[src/rtl/led_sequencer_if.sv]
// Control and pattern-output bundle for led_sequencer.
// The master drives the controls and observes the LED outputs; the slave is the sequencer.
interface led_sequencer_if #(
  parameter int LED_WIDTH = 4
);
  logic                 i_enable;
  logic [1:0]           i_speed;
  logic [1:0]           i_mode;
  logic [1:0]           i_color;
  logic [LED_WIDTH-1:0] o_led;
  logic [LED_WIDTH-1:0] o_led_b;
  logic [LED_WIDTH-1:0] o_led_g;
  logic                 o_tick;

  modport master (
    output i_enable, i_speed, i_mode, i_color,
    input  o_led, o_led_b, o_led_g, o_tick
  );

  modport slave (
    input  i_enable, i_speed, i_mode, i_color,
    output o_led, o_led_b, o_led_g, o_tick
  );
endinterface

[src/rtl/led_sequencer.sv]
// LED pattern sequencer: a prescaler selects the step rate, and each step rotates,
// ping-pongs or flashes a pattern that is routed to the selected colour channels.
module led_sequencer #(
  parameter int          LED_WIDTH  = 4,
  parameter int          DATA_WIDTH = 14,
  parameter int unsigned LIMIT0     = 2**14 - 1,
  parameter int unsigned LIMIT1     = 2**13 - 1,
  parameter int unsigned LIMIT2     = 2**12 - 1,
  parameter int unsigned LIMIT3     = 2**11 - 1
) (
  input  logic          clock,
  input  logic          i_reset,
  led_sequencer_if.slave bus
);

  typedef enum logic [1:0] {
    MODE_ROT_L     = 2'b00,
    MODE_ROT_R     = 2'b01,
    MODE_PING_PONG = 2'b10,
    MODE_FLASH     = 2'b11
  } mode_t;

  typedef enum logic {
    PP_LEFT  = 1'b0,
    PP_RIGHT = 1'b1
  } pp_state_t;

  logic [DATA_WIDTH-1:0] count_data;
  logic [DATA_WIDTH-1:0] limit_sel;
  logic                  tick_q;
  logic                  step;

  logic [LED_WIDTH-1:0]  pattern;
  logic [LED_WIDTH-1:0]  pattern_next;
  pp_state_t             pp_state;
  pp_state_t             pp_state_next;
  logic                  one_hot;
  logic                  go_left;
  mode_t                 mode;

  always_comb begin
    unique case (bus.i_speed)
      2'd0:    limit_sel = DATA_WIDTH'(LIMIT0);
      2'd1:    limit_sel = DATA_WIDTH'(LIMIT1);
      2'd2:    limit_sel = DATA_WIDTH'(LIMIT2);
      default: limit_sel = DATA_WIDTH'(LIMIT3);
    endcase
  end

  // >= rather than == so that dropping to a lower limit mid-count ends the period at once.
  assign step = bus.i_enable && (count_data >= limit_sel);

  // NOTE: sequential state uses non-blocking assignments so every register samples pre-edge values.
  always_ff @(posedge clock or negedge i_reset) begin
    if (!i_reset) begin
      count_data <= '0;
      tick_q     <= 1'b0;
    end else if (bus.i_enable) begin
      if (step) begin
        count_data <= '0;
        tick_q     <= 1'b1;
      end else begin
        count_data <= count_data + DATA_WIDTH'(1);
        tick_q     <= 1'b0;
      end
    end else begin
      tick_q <= 1'b0;
    end
  end

  // NOTE: only the pattern and FSM are reset here; they are plain flops, so reset is cheap and defines the first frame.
  always_ff @(posedge clock or negedge i_reset) begin
    if (!i_reset) begin
      pattern  <= LED_WIDTH'(1);
      pp_state <= PP_LEFT;
    end else if (step) begin
      pattern  <= pattern_next;
      pp_state <= pp_state_next;
    end
  end

  assign mode    = mode_t'(bus.i_mode);
  assign one_hot = (pattern != '0) && ((pattern & (pattern - LED_WIDTH'(1))) == '0);

  // NOTE: every always_comb output gets a default first so no path can infer a latch.
  always_comb begin
    pattern_next  = pattern;
    pp_state_next = pp_state;
    go_left       = 1'b0;

    if (mode == MODE_FLASH) begin
      pattern_next = (pattern == '1) ? '0 : '1;
    end else if (!one_hot) begin
      pattern_next  = LED_WIDTH'(1);
      pp_state_next = PP_LEFT;
    end else begin
      unique case (mode)
        MODE_ROT_L: pattern_next = (pattern << 1) | (pattern >> (LED_WIDTH - 1));
        MODE_ROT_R: pattern_next = (pattern >> 1) | (pattern << (LED_WIDTH - 1));
        MODE_PING_PONG: begin
          if (LED_WIDTH > 1) begin
            // A lit bit already at the far end (e.g. left there by a rotate) bounces instead of falling off.
            go_left      = (pp_state == PP_LEFT) ? !pattern[LED_WIDTH-1] : pattern[0];
            pattern_next = go_left ? (pattern << 1) : (pattern >> 1);
            if (pattern_next[LED_WIDTH-1])
              pp_state_next = PP_RIGHT;
            else if (pattern_next[0])
              pp_state_next = PP_LEFT;
            else
              pp_state_next = go_left ? PP_LEFT : PP_RIGHT;
          end
        end
        default: pattern_next = pattern;
      endcase
    end
  end

  assign bus.o_tick  = tick_q;
  assign bus.o_led   = (bus.i_color == 2'b00 || bus.i_color == 2'b11) ? pattern : '0;
  assign bus.o_led_b = (bus.i_color == 2'b01 || bus.i_color == 2'b11) ? pattern : '0;
  assign bus.o_led_g = (bus.i_color == 2'b10 || bus.i_color == 2'b11) ? pattern : '0;

endmodule

[src/flat_wrapper.sv]
// flat-port wrapper written by rule: the top's interface ports become plain ports
module led_sequencer_flat 
#(
  parameter int          LED_WIDTH  = 4,
  parameter int          DATA_WIDTH = 14,
  parameter int unsigned LIMIT0     = 2**14 - 1,
  parameter int unsigned LIMIT1     = 2**13 - 1,
  parameter int unsigned LIMIT2     = 2**12 - 1,
  parameter int unsigned LIMIT3     = 2**11 - 1
)
  (clock, i_reset, bus_i_enable, bus_i_speed, bus_i_mode, bus_i_color, bus_o_led, bus_o_led_b, bus_o_led_g, bus_o_tick);
  led_sequencer_if #(.LED_WIDTH(LED_WIDTH)) bus_i ();
  input  logic clock;
  input  logic i_reset;
  input wire logic [$bits(bus_i.i_enable)-1:0] bus_i_enable;
  input wire logic [$bits(bus_i.i_speed)-1:0] bus_i_speed;
  input wire logic [$bits(bus_i.i_mode)-1:0] bus_i_mode;
  input wire logic [$bits(bus_i.i_color)-1:0] bus_i_color;
  output wire logic [$bits(bus_i.o_led)-1:0] bus_o_led;
  output wire logic [$bits(bus_i.o_led_b)-1:0] bus_o_led_b;
  output wire logic [$bits(bus_i.o_led_g)-1:0] bus_o_led_g;
  output wire logic [$bits(bus_i.o_tick)-1:0] bus_o_tick;
  assign bus_i.i_enable = bus_i_enable;
  assign bus_i.i_speed = bus_i_speed;
  assign bus_i.i_mode = bus_i_mode;
  assign bus_i.i_color = bus_i_color;
  assign bus_o_led = bus_i.o_led;
  assign bus_o_led_b = bus_i.o_led_b;
  assign bus_o_led_g = bus_i.o_led_g;
  assign bus_o_tick = bus_i.o_tick;
  led_sequencer #(.LED_WIDTH(LED_WIDTH), .DATA_WIDTH(DATA_WIDTH), .LIMIT0(LIMIT0), .LIMIT1(LIMIT1), .LIMIT2(LIMIT2), .LIMIT3(LIMIT3)) u_core (.clock(clock), .i_reset(i_reset), .bus(bus_i));
endmodule
[config.mk]
export PLATFORM = sky130hd
export DESIGN_NAME = led_sequencer_flat
export DESIGN_NICKNAME = d
export VERILOG_FILES = /design/src/rtl/led_sequencer_if.sv /design/src/rtl/led_sequencer.sv /design/src/flat_wrapper.sv
export SDC_FILE = /design/constraint.sdc
export NUM_CORES = 1
export LEC_CHECK = 0
export CORE_MARGIN = 2
export CORE_UTILIZATION = 43
export DETAILED_ROUTE_END_ITERATION = 10
export PLACE_DENSITY = 0.66
export SLEW_MARGIN = 20
export SYNTH_ARGS = -nofsm -noshare
export SYNTH_HDL_FRONTEND = slang
export SYNTH_SLANG_ARGS = --single-unit
[constraint.sdc]
create_clock -name clock -period 2.65 [get_ports clock]
set_input_delay 0.265 -clock clock [delete_from_list [all_inputs] [get_ports clock]]
set_output_delay 0.265 -clock clock [all_outputs]
set_load 0.01 [all_outputs]
### Word level (Yosys, flattened, before mapping)

Cells that the tools add are included.

| word-level totals | value |
|---|---|
| memories | 0 |
| bits in registers | 20 |
| word-level logic and storage cells | 53 |
| bits in latches | 0 |
| RAM bits | 0 |
| bits in read-only memories | 0 |
| output and inout port bits | 13 |

| cells by class | value |
|---|---|
| bitwise logic cells | 4 |
| multipliers | 0 |
| eq/ne operators | 11 |
| multiplexer cells | 18 |
| shifts and indexed selects | 0 |
| reductions and logical operators | 13 |
| $lt $le $gt $ge | 1 |
| add/sub/neg operators | 2 |
| divide/modulo/power cells | 0 |

Operators with widths:

| cell | count |
|---|---|
| $pmux 14 s3 | 1 |
| $mux 4 | 7 |
| $add 14x1->14 const B | 1 |
| $ge 14x14->1 | 1 |
| $mux 14 | 1 |
| $pmux 4 s3 | 1 |
| $eq 2x2->1 const B | 5 |
| $mux 1 | 8 |
| $eq 2x1->1 const B | 3 |
| $logic_not 2->1 | 3 |
| $ne 5x5->1 const B | 1 |
| $and 4x4->4 | 1 |
| $eq 4x4->1 const B | 1 |
| $logic_not 4->1 | 1 |
| $or 3x4->4 | 1 |
| $or 4x1->4 | 1 |
| $reduce_bool 4->1 | 1 |
| $sub 4x1->4 const B | 1 |
| $logic_or 1x1->1 | 3 |
| $reduce_and 3->1 | 1 |
| $logic_and 1x1->1 | 2 |
| $ne 2x2->1 const B | 1 |
| $reduce_and 2->1 | 1 |
| $logic_not 1->1 | 1 |
| $not 1->1 | 1 |

### Logic depth before layout (Yosys ltp)

| logic depth | value |
|---|---|
| depth in word-level cells | 7 |
| depth in mapped cells | 8 |
| gate-level depth less buffers | 7 |

### Worst setup path after synthesis

Ideal clock, no wire load.

| timing | value |
|---|---|
| path kind | input-to-reg |
| from | input bus_i_speed[1] |
| to | register u_core.pattern[3] |
| cell stages on the path | 6 |
| arrival | 1.818 ns |
| library setup time | 0.125 ns |
| setup slack | 0.707 ns |
| buffers on the path | 0 |
| data required time | 2.525 ns |
| cells stage by stage | or2_2 -> ha_1 -> nor2b_1 -> o21ai_0 -> a22o_4 -> mux2_4 |

| on the way | value |
|---|---|
| word-level cells in the longest chain between the ends | 5 |
| elaborated cells on any way between the ends | 7 |
| those cells by class | order compare: 1; eq/ne: 2; mux: 1; reduce/logical: 3 |

Ends and longest elaborated chain:

| item | RTL line | RTL |
|---|---|---|
| start: declaration | flat_wrapper.sv:16 | `input wire logic [$bits(bus_i.i_speed)-1:0] bus_i_speed;` |
| $eq 2x2->1, or another cell as far along | led_sequencer.sv:42 | `unique case (bus.i_speed)` |
| $pmux 14 s3 * | led_sequencer.sv:42 |  |
| $ge 14x14->1 * | led_sequencer.sv:51 | `assign step = bus.i_enable && (count_data >= limit_sel);` |
| $logic_and 1x1->1 * | led_sequencer.sv:51 |  |
| $reduce_and 2->1 (no source line) * | -- |  |
| end signal: assignment | led_sequencer.sv:77 | `pattern <= pattern_next;` |
| end: declaration | led_sequencer.sv:33 | `logic [LED_WIDTH-1:0] pattern;` |

Mark *: on every way between the ends. The rest lies on a longest branch, timed or not.
A chain may end at the register's enable or synchronous reset.

### Final worst setup path

| timing | value |
|---|---|
| from | input bus_i_color[0] |
| to | output bus_o_led[3] |

| on the way | value |
|---|---|
| word-level cells in the longest chain between the ends | 3 |
| elaborated cells on any way between the ends | 4 |
| those cells by class | eq/ne: 1; mux: 1; reduce/logical: 2 |

Ends and longest elaborated chain:

| item | RTL line | RTL |
|---|---|---|
| start: declaration | flat_wrapper.sv:18 | `input wire logic [$bits(bus_i.i_color)-1:0] bus_i_color;` |
| $eq 2x2->1 / $logic_not 2->1 (equally long branches) | led_sequencer.sv:119 | `assign bus.o_led = (bus.i_color == 2'b00 \|\| bus.i_color == 2'b11) ? pattern : '0;` |
| $logic_or 1x1->1 * | led_sequencer.sv:119 |  |
| $mux 4 * | led_sequencer.sv:119 |  |
| end: declaration | flat_wrapper.sv:19 | `output wire logic [$bits(bus_i.o_led)-1:0] bus_o_led;` |

Marks and branches as above.

==> flow_summary.json <==
{
  "synth_edf_count": 0,
  "dpl_cell_area_um2": 1730,
  "port_buffers": 21,
  "drt-vias-per-instance": 5.22,
  "status": "finished, final reports clean",
  "ys.flop_type": "dfrtp_1",
  "crit_path_start_kind": "input port",
  "critical_path_class": "in2out",
  "path_delay_family": "buffers and inverters",
  "crit_path_max_incr_delay_ns": 0.54,
  "drt_pass1_iterations": 4,
  "yosysUniqueCellTypes": 47,
  "period_minus_slack_ns": 2.09,
  "die-area_um2": 3960,
  "ant_nets": 0,
  "hp-class": "in2async",
  "avgSynthCellArea_um2": 9.05,
  "post-route-period-util_pct": 79.0,
  "grt_max_degree": 21,
  "gp_congestion": 0.849,
  "clk_pin_slew_worst_paths_ns": 0.12,
  "fmax_mhz": 478,
  "multi_input_area_um2": 908,
  "powerDensity_nw_per_um2": 451,
  "cellLeakagePower_nw": 0.799,
  "ys_seq_area_share_pct": 33.6,
  "die_h_um": 62.9,
  "synth_area_leaders": "dfrtp_1, ha_1, nor2_1, xor2_1, nand2_1",
  "final_common_cell": "nor2_1",
  "n_fill_cell": 329,
  "critPathMaxFanout": 4,
  "power.total_mw": 0.806,
  "clockRootBuffer": "clkbuf_4",
  "synth_warnings": 0,
  "async_flop_share_pct": 100,
  "cpMaxStageDelayCell": "clkdlybuf4s50_1",
  "num_vias": 1201,
  "cts_buffer_depth": 2,
  "crit_chain": "clkdlybuf4s50_1 -> inv_1 -> ha_1 -> and2_1 -> clkdlybuf4s50_1",
  "slew_viol_final": 0,
  "ios": 22,
  "synthToLayoutAreaGrowth_pct": 19.6,
  "grt_antenna_before_repair": 0,
  "ys_seq_elements": 20,
  "htreeDepth": 1,
  "cts_resized": 0,
  "worstMarginPinSlew_ns": 0.901,
  "clkLatencyLatePin_ns": 0.30,
  "setup_violations": 0,
  "grt_pass1_vias": 1185,
  "postSynthCellCount": 165,
  "synthesis.area_um2": 1490,
  "crit_path_end_kind": "output pin",
  "maxCapViolations": 0,
  "grt_setup_unrepaired": "false",
  "maxSlewHeadroom_pct": 39.7,
  "diodes": 0,
  "wl_per_cell_um": 13.3,
  "cts.sinks": 20,
  "drive_gt1_share_pct": 13.0,
  "ir_worst_vdd_uv": 286,
  "design_area_um2": 1790,
  "synth_top_area_share_pct": 31.8,
  "cp.arrival_ns": 1.83,
  "grt_pass1_wl_mm": 5.38,
  "globalRouteTotalUtil_pct": 16.5,
  "synth_area_leader_cell": "dfrtp_1",
  "core_area_um2": 3340,
  "critPathBufInv": 3,
  "drt_iter0_drc": 39,
  "drt_wl_total_mm": 3.05,
  "cts_tree": "built",
  "cp.required_ns": 2.38,
  "start_util_pct": 44.8,
  "skew_ns": 0.00399,
  "hold_viol": 0,
  "post_cts_buffers": 0,
  "numCtsBuffers": 3,
  "overflow": 0,
  "final_cell_mix": "nor2_1, clkdlybuf4s50_1, dfrtp_1, nand2_1, ha_1",
  "reg2reg_setup_slack_ns": 0.75,
  "hold_buffers": 0,
  "placementRows": 21,
  "layout.nets": 204,
  "drc": 0,
  "regArea_um2": 502,
  "fin_setup_tns_ns": 0,
  "crit_top_cell": "clkdlybuf4s50_1",
  "chipWidth_um": 62.9,
  "synth_nets": 184,
  "dp_hpwl_mm": 2.26
}
==> routing by layer <==
metal  routed length, µm  up-vias  track usage [%]
met5                   0        -                0
met4                  27        0             5.83
met3                  70        2             1.44
met2                1530       17             28.3
met1                1420      571             21.7
li1                    -      611                -
==> layout make-up <==
type / instances / share of cell area [%]
Clock buffer: 3 / 1.26
Clock inverter: 1 / 1.68
Inverter: 9 / 1.89
Multi-Input combinational cell: 127 / 50.8
Sequential cell: 20 / 28.1
Tap cell: 46 / 3.22
Timing Repair Buffer: 24 / 13.0
==> worst reg2reg max path, delay by kind of cell, from the launching register on <==
family                    cells  cell delay, ns
DFF                           1            0.75
AOI/OAI and AO/OA             2            0.53
muxes                         1            0.29
xor gates and xnor gates      1            0.13
and+or+nand+nor               1            0.09
==> synth_stat cells, types with 4 or more instances <==
master,n
a21oi_1,5
nand4_1,6
xor2_1,8
inv_1,9
nand2_1,12
nand3_1,6
buf_2,4
o21ai_0,5
xnor2_1,5
dfrtp_1,19
nor2_1,22
ha_1,10
and2_1,7
==> path summary, 6_finish.rpt <==
kind | from | endpoint | cells past startpoint
worst max-delay path | bus_i_color[0] | bus_o_led[3] | 5
worst min-delay path | i_reset | u_core.count_data[12] | 1
worst max register to register | u_core.pattern[0] | u_core.pattern[3] | 5
worst min register to register | u_core.count_data[13] | u_core.count_data[13] | 2
max in group asynchronous | i_reset | u_core.pattern[3] | 1
min in group clock | u_core.count_data[13] | u_core.count_data[13] | 2
==> state kept, by name, summed over array words and instances, names as in the netlist <==
signal             flops
u_core.count_data     14
u_core.bus.o_tick      1
u_core.pp_state        1
u_core.pattern         4
==> logic make-up (layout without fill, tap and decap cells) <==
family / Yosys count / after routing / share of synthesized area (%)
simple gates: 73 / 73 / 28.1
buf+inv: 18 / 37 / 5.61
xor+xnor: 13 / 13 / 7.62
compound gates: 27 / 27 / 13.4
fa+ha+maj: 10 / 10 / 8.38
flops: 20 / 20 / 33.6
mux: 4 / 4 / 3.35
==> power breakdown <==
group,internal (mW),switching [mW]
clock,0.153,0.101
sequential,0.344,0.0484
combinational,0.0806,0.0799
==> stage by stage <==
step / hold WS (ns) / util [%] / instances / worst slack [ns]
floorplan: -0.0306 / - / 165 / 0.707
global placement: 0.544 / 52.0 / 226 / 0.291
detailed placement: 0.546 / 52.0 / 226 / 0.253
CTS: 0.487 / 53.5 / 230 / 0.538
global route: 0.530 / 53.5 / 230 / 0.444
finish: 0.455 / 53.5 / 230 / 0.556
(Power assumes the default switching activity.)
